`config.mk`:
```
export PLATFORM = sky130hd
export DESIGN_NAME = mult_arbiter
export DESIGN_NICKNAME = d
export VERILOG_FILES = /design/src/rtl/mult_pkg.sv /design/src/rtl/mult.sv /design/src/rtl/mult_arbiter_rr_arbiter.sv /design/src/rtl/mult_arbiter.sv
export SDC_FILE = /design/constraint.sdc
export NUM_CORES = 1
export LEC_CHECK = 0
export ABC_AREA = 0
export ABC_CLOCK_PERIOD_IN_PS = 6150
export CORE_ASPECT_RATIO = 0.6
export CORE_MARGIN = 4
export CORE_UTILIZATION = 55
export DETAILED_ROUTE_END_ITERATION = 10
export PLACE_DENSITY = 0.88
export SLEW_MARGIN = 20
export SYNTH_ARGS = -nofsm -noshare
export SYNTH_HDL_FRONTEND = slang
export SYNTH_SLANG_ARGS = --single-unit
```
`constraint.sdc`:
```
create_clock -name clk -period 6.15 [get_ports clk]
set_input_delay 1.23 -clock clk [delete_from_list [all_inputs] [get_ports clk]]
set_output_delay 1.23 -clock clk [all_outputs]
set_load 0.02 [all_outputs]
```
`src/rtl/mult_pkg.sv`:
```
`default_nettype none
// +--------------------------------------------------------------------+
// | mult_pkg : shared constants and round-robin pick function          |
// | Rev 1.0                                                            |
// +--------------------------------------------------------------------+
package mult_pkg;

   localparam int W_DEFAULT = 32;
   localparam int MAXREQ    = 8;

   typedef struct packed {
      logic       hit;
      logic [2:0] idx;
   } rr_pick_t;

   function automatic int idw(input int nreq);
      return (nreq > 1) ? $clog2(nreq) : 1;
   endfunction

   // Scan from last+1 upward with wrap; first valid requester wins.
   function automatic rr_pick_t rr_next(input logic [MAXREQ-1:0] valid,
                                        input logic [2:0]        last,
                                        input int                nreq);
      rr_pick_t pick;
      int       j;
      pick = '0;
      for (int k = 1; k <= MAXREQ; k++) begin
         j = (int'(last) + k) % nreq;
         if (k <= nreq && !pick.hit && valid[j]) begin
            pick.hit = 1'b1;
            pick.idx = 3'(j);
         end
      end
      return pick;
   endfunction

endpackage
`default_nettype wire

```
`src/rtl/mult.sv`:
```
`default_nettype none
// +--------------------------------------------------------------------+
// | mult : combinational 32-bit signed multiplier, low 32 bits kept    |
// | Rev 1.0                                                            |
// +--------------------------------------------------------------------+
module mult (
   input  logic [31:0] a,
   input  logic [31:0] b,
   output logic [31:0] result
);

   assign result = $unsigned($signed(a) * $signed(b));

endmodule
`default_nettype wire

```
`src/rtl/mult_arbiter_rr_arbiter.sv`:
```
`default_nettype none
// +--------------------------------------------------------------------+
// | rr_arbiter : combinational round-robin grant (pointer held above)  |
// | Rev 1.0                                                            |
// +--------------------------------------------------------------------+
module rr_arbiter
   import mult_pkg::*;
#(
   parameter int NREQ = 2,
   parameter int IDW  = 1
) (
   input  logic [NREQ-1:0] valid_i,
   input  logic [IDW-1:0]  last_i,
   output logic [NREQ-1:0] grant_o,
   output logic [IDW-1:0]  idx_o,
   output logic            any_o
);

   logic [MAXREQ-1:0] valid_ext;
   rr_pick_t          pick;

   assign valid_ext = MAXREQ'(valid_i);
   assign pick      = rr_next(valid_ext, 3'(last_i), NREQ);
   assign idx_o     = IDW'(pick.idx);
   assign any_o     = pick.hit;

   for (genvar i = 0; i < NREQ; i++) begin : g_grant
      assign grant_o[i] = pick.hit && (pick.idx == 3'(i));
   end

endmodule
`default_nettype wire

```
`src/rtl/mult_arbiter.sv`:
```
`default_nettype none
// +--------------------------------------------------------------------+
// | mult_arbiter : round-robin sharing of one multiplier, 2-stage pipe |
// | Rev 1.0                                                            |
// +--------------------------------------------------------------------+
module mult_arbiter
   import mult_pkg::*;
#(
   parameter int NREQ = 2,
   parameter int W    = W_DEFAULT,
   parameter int CNTW = 16
) (
   input  logic              clk,
   input  logic              rst,
   input  logic              en,
   input  logic [NREQ-1:0]   req_valid,
   output logic [NREQ-1:0]   req_ready,
   input  logic [NREQ*W-1:0] req_a,
   input  logic [NREQ*W-1:0] req_b,
   output logic [NREQ-1:0]   rsp_valid,
   output logic [W-1:0]      rsp_result,
   output logic              busy,
   output logic [CNTW-1:0]   ops_done
);

   localparam int IDW = idw(NREQ);

   logic [NREQ-1:0] req_gated;
   logic [NREQ-1:0] gnt;
   logic [IDW-1:0]  gnt_idx;
   logic            gnt_any;
   logic [W-1:0]    prod;

   logic [IDW-1:0]  last_q,       last_d;
   logic            s1_v_q,       s1_v_d;
   logic [W-1:0]    s1_a_q,       s1_a_d;
   logic [W-1:0]    s1_b_q,       s1_b_d;
   logic [IDW-1:0]  s1_id_q,      s1_id_d;
   logic [NREQ-1:0] rsp_valid_q,  rsp_valid_d;
   logic [W-1:0]    rsp_result_q, rsp_result_d;
   logic [CNTW-1:0] ops_done_q,   ops_done_d;

   // Reset also masks grants so no handshake is reported in a reset cycle.
   assign req_gated = (en && !rst) ? req_valid : '0;

   rr_arbiter #(
      .NREQ (NREQ),
      .IDW  (IDW)
   ) u_rr (
      .valid_i (req_gated),
      .last_i  (last_q),
      .grant_o (gnt),
      .idx_o   (gnt_idx),
      .any_o   (gnt_any)
   );

   mult u_mult (
      .a      (s1_a_q),
      .b      (s1_b_q),
      .result (prod)
   );

   always_comb begin
      last_d       = last_q;
      s1_v_d       = gnt_any;
      s1_a_d       = s1_a_q;
      s1_b_d       = s1_b_q;
      s1_id_d      = s1_id_q;
      rsp_valid_d  = '0;
      rsp_result_d = rsp_result_q;
      ops_done_d   = ops_done_q;
      if (gnt_any) begin
         s1_a_d  = req_a[int'(gnt_idx)*W +: W];
         s1_b_d  = req_b[int'(gnt_idx)*W +: W];
         s1_id_d = gnt_idx;
         last_d  = gnt_idx;
      end
      if (s1_v_q) begin
         rsp_valid_d[s1_id_q] = 1'b1;
         rsp_result_d         = prod;
         if (ops_done_q != '1) begin
            ops_done_d = ops_done_q + 1'b1;
         end
      end
   end

   always_ff @(posedge clk) begin
      if (rst) begin
         last_q       <= IDW'(NREQ - 1);
         s1_v_q       <= 1'b0;
         s1_a_q       <= '0;
         s1_b_q       <= '0;
         s1_id_q      <= '0;
         rsp_valid_q  <= '0;
         rsp_result_q <= '0;
         ops_done_q   <= '0;
      end else begin
         last_q       <= last_d;
         s1_v_q       <= s1_v_d;
         s1_a_q       <= s1_a_d;
         s1_b_q       <= s1_b_d;
         s1_id_q      <= s1_id_d;
         rsp_valid_q  <= rsp_valid_d;
         rsp_result_q <= rsp_result_d;
         ops_done_q   <= ops_done_d;
      end
   end

   assign req_ready  = gnt;
   assign rsp_valid  = rsp_valid_q;
   assign rsp_result = rsp_result_q;
   assign ops_done   = ops_done_q;
   assign busy       = s1_v_q | (rsp_valid_q != '0);

endmodule
`default_nettype wire
```
==> impl_metrics.toml <==
[route]
drt-wirelength-per-cell_um = 24.37
firstDrtPassIters = 8
vias = 19050
vias_per_cell = 6.032
ant_nets = 0
drt_wl_total_um = 76950
drc = 0
first_iter_violations = 2242

[layout]
drive_above_1_share_pct = 17.60
diodes = 0
layout.nets = 3334
fin_util_pct = 72.02
fin_cells = 3158
fill_cells = 2359
syn_to_final_growth_pct = 27.45

[sta]
hold_viol_final = 0
finalSetupViolations = 21
tns_ns = -12.53
clock.fmax_mhz = 140.8
setup_ws_ns = -0.9537
period_share_pct = 115.5
slew_viol_final = 0
max_slew_margin_pct = 42.11
period_needed_ns = 7.104
tightest_slew_ns = 0.8609
rsz0062_at_grt = "true"
fin_skew_ns = 0.01255

[power]
comb_power_share_pct = 69.0
clkPwrFrac_pct = 16.4
p_leak_nw = 12.55
p_int_mw = 3.641
seqPwrFrac_pct = 14.6
vdd_drop_max_uv = 274.4
power.switching_mw = 3.128
switching_share_pct = 46.21
powerDensity_nw_per_um2 = 254.8

[status]
violations = "setup timing"
status = "finished with violations"

[floorplanning]
rows = 54
die_area_um2 = 41190
die_x_um = 259.3
io_pins = 186
core-area_um2 = 36890
start_util_pct = 56.51
die_h_um = 158.8

[logic_synthesis]
syn_nets = 3003
syn_area_um2 = 20850
syn_inst = 2311
synth_edf_count = 0
synth_area_leader_cell = "fa_1"
synthArstFlopShare_pct = 0
ys.flop_type = "dfxtp_1"
syn_area_per_cell_um2 = 9.021
yosysTopAreaCellShare_pct = 39.18
yosys_warnings = 0
synth_area_leaders = "fa_1, and2_1, dfxtp_1"
ys_seq_area_share_pct = 11.24
ys_ff_latch = 117
synth_cell_types = 55

[cts]
h-tree-depth = 4
clkTransAtPathRegs_ns = 0.07
cts_sinks = 117
cts_buffers = 17
clockRootBuffer = "clkbuf_16"
clk_latency_ns = 0.45
cts_tree = "done"
clock_path_buffers = 2

[global_routing]
grt_max_degree = 69
track_usage_pct = 35.38
grt_first_pass_wirelength_um = 112900
grt_pass1_vias = 20240
antenna_found_initial = 2
grt.overflow.total = 0

[setup_path]
start_kind = "flip-flop"
crit_buf_inv = 6
cp_max_fo = 12
cp_slowest_cell = "fa_2"
crit_path_frequent_cell = "fa_1"
cpPeakStageDelay_ns = 0.54
path_class = "flip-flop to flip-flop"
critPathArrivalTime_ns = 7.47
critPathRequiredTime_ns = 6.51
crit_family = "adder cells"
path_cells = "buf_4, and2_1, fa_2, fa_2, inv_1, fa_1, fa_1, inv_1, ha_4, ha_4, fa_1, inv_1, fa_1, inv_2, ha_4, and3_4, buf_4, nand3_1, a21o_2, a2111oi_4, nor3_2, or3_1, a311oi_2"
cp-end-kind = "flip-flop"

[worst_hold_path]
hold_class = "flip-flop to flip-flop"

[place]
hpwl_um = 54580
dp_cells = 3096
gp_congestion = 1.025
port_buffers = 185

[flow_run]
maxCapViolCount = 0
==> cells in the final DEF, fill, tap and decap left out, drive strengths merged, types with 4 or more instances in the layout <==
| cell | synthesis | final |
|---|---|---|
| a21oi | 27 | 27 |
| nand3 | 13 | 13 |
| mux2i | 17 | 17 |
| dfxtp | 117 | 117 |
| or3 | 9 | 9 |
| nand2 | 312 | 312 |
| and3 | 6 | 6 |
| xnor2 | 62 | 62 |
| inv | 434 | 438 |
| a211oi | 4 | 4 |
| and2 | 378 | 378 |
| clkinv | 1 | 6 |
| clkdlybuf4s50 | 0 | 184 |
| xor2 | 26 | 26 |
| a31oi | 4 | 4 |
| nor2 | 52 | 52 |
| nand4 | 6 | 6 |
| o21ai | 15 | 15 |
| ha | 151 | 151 |
| a21o | 20 | 20 |
| a2111oi | 4 | 4 |
| buf | 6 | 258 |
| a32oi | 62 | 62 |
| nor3 | 7 | 7 |
| fa | 408 | 408 |
| clkbuf | 125 | 19 |
| o21a | 6 | 6 |
==> synth_stat cells (26+ instances only) <==
| master | n |
|---|---|
| a21oi_1 | 27 |
| a32oi_1 | 62 |
| and2_1 | 377 |
| clkbuf_1 | 125 |
| dfxtp_1 | 117 |
| fa_1 | 408 |
| ha_1 | 151 |
| inv_1 | 434 |
| nand2_1 | 312 |
| nor2_1 | 52 |
| xnor2_1 | 62 |
| xor2_1 | 26 |
==> routing by layer <==
metal / vias to the layer above / part of all wire, % / track usage (%)
met5: - / 0.057 / 0.9259
met4: 4 / 7.4 / 16.30
met3: 430 / 16 / 13.74
met2: 1636 / 42 / 52.29
met1: 9324 / 35 / 46.06
li1: 7654 / - / -
==> power groups by stage <==
stage | logic, mW | clock network [mW] | registers [mW]
floorplan | 2.41 | 0 | 0.970
global placement | 3.85 | 0 | 0.979
detailed placement | 4.03 | 0 | 0.983
CTS | 4.29 | 1.10 | 0.967
global route | 5.00 | 1.14 | 0.985
finish | 4.67 | 1.11 | 0.986
==> flip-flops by register name, indices dropped and copies added, names as in the netlist <==
name        cells
rsp_valid       2
last_q          1
rsp_result     32
s1_b_q         32
s1_a_q         32
s1_id_q         1
ops_done       16
s1_v_q          1
==> layout make-up <==
| cell class | count | area, um^2 | area share (%) |
|---|---|---|---|
| tap | 504 | 630.6 | 2.373 |
| timing repair buffer | 443 | 4145 | 15.60 |
| sequential | 117 | 2410 | 9.070 |
| clock buffer | 18 | 439.2 | 1.653 |
| inverter | 435 | 1633 | 6.146 |
| clock inverter | 13 | 168.9 | 0.6357 |
| multi-input combinational | 1628 | 17140 | 64.52 |
==> logic make-up after synthesis <==
group	count (synthesis)	share of synthesized area (%)
mux	17	0.8162
fa+ha+maj	559	48.24
buf+inv	566	10.20
simple gates	793	19.35
xor+xnor	89	3.805
compound gates	170	6.356
flops	117	11.24
==> worst paths after layout <==
| kind | from | end | slack, ns | depth (start not counted) |
|---|---|---|---|---|
| max | s1_b_q[7]$_SDFFE_PP0N_ | rsp_result[29]$_SDFFE_PP0P_ | -0.95 | 23 |
| min | s1_id_q$_SDFFE_PP0N_ | rsp_valid[0]$_SDFF_PP0_ | 0.44 | 1 |
| max reg2reg | s1_b_q[7]$_SDFFE_PP0N_ | rsp_result[29]$_SDFFE_PP0P_ | -0.95 | 23 |
| min reg2reg | s1_id_q$_SDFFE_PP0N_ | rsp_valid[0]$_SDFF_PP0_ | 0.44 | 1 |
==> worst reg2reg max path: stages (launching register included) <==
cell	delay, ns
dfxtp_4	0.43
buf_4	0.27
and2_1	0.22
fa_2	0.54
fa_2	0.50
inv_1	0.23
fa_1	0.46
fa_1	0.45
inv_1	0.16
ha_4	0.23
ha_4	0.21
fa_1	0.51
inv_1	0.07
fa_1	0.53
inv_2	0.07
ha_4	0.28
and3_4	0.19
buf_4	0.11
nand3_1	0.14
a21o_2	0.31
a2111oi_4	0.37
nor3_2	0.11
or3_1	0.35
a311oi_2	0.28
==> per-stage QoR <==
step | instance area [um^2] | power, mW | hold slack [ns] | setup slack [ns]
final | 26570 | 6.769 | 0.4436 | -0.9537
after CTS | 26150 | 6.351 | 0.4429 | -0.6252
after global routing | 26570 | 7.117 | 0.4547 | -1.008
after global placement | 24930 | 4.832 | 0.4347 | -0.7584
after detailed placement | 24930 | 5.012 | 0.4405 | -0.9563
after floorplan | 21130 | 3.377 | 0.4069 | -0.2765
==> timing repair <==
action	CTS	global route
pin swaps	49	51
buffers inserted	17	15
endpoints found under the setup margin	21	22
hold buffers	0	0
cloned	1	1
endpoints found under the hold margin	0	0
resized for setup	134	76
Power figures use the tool's default switching activity.
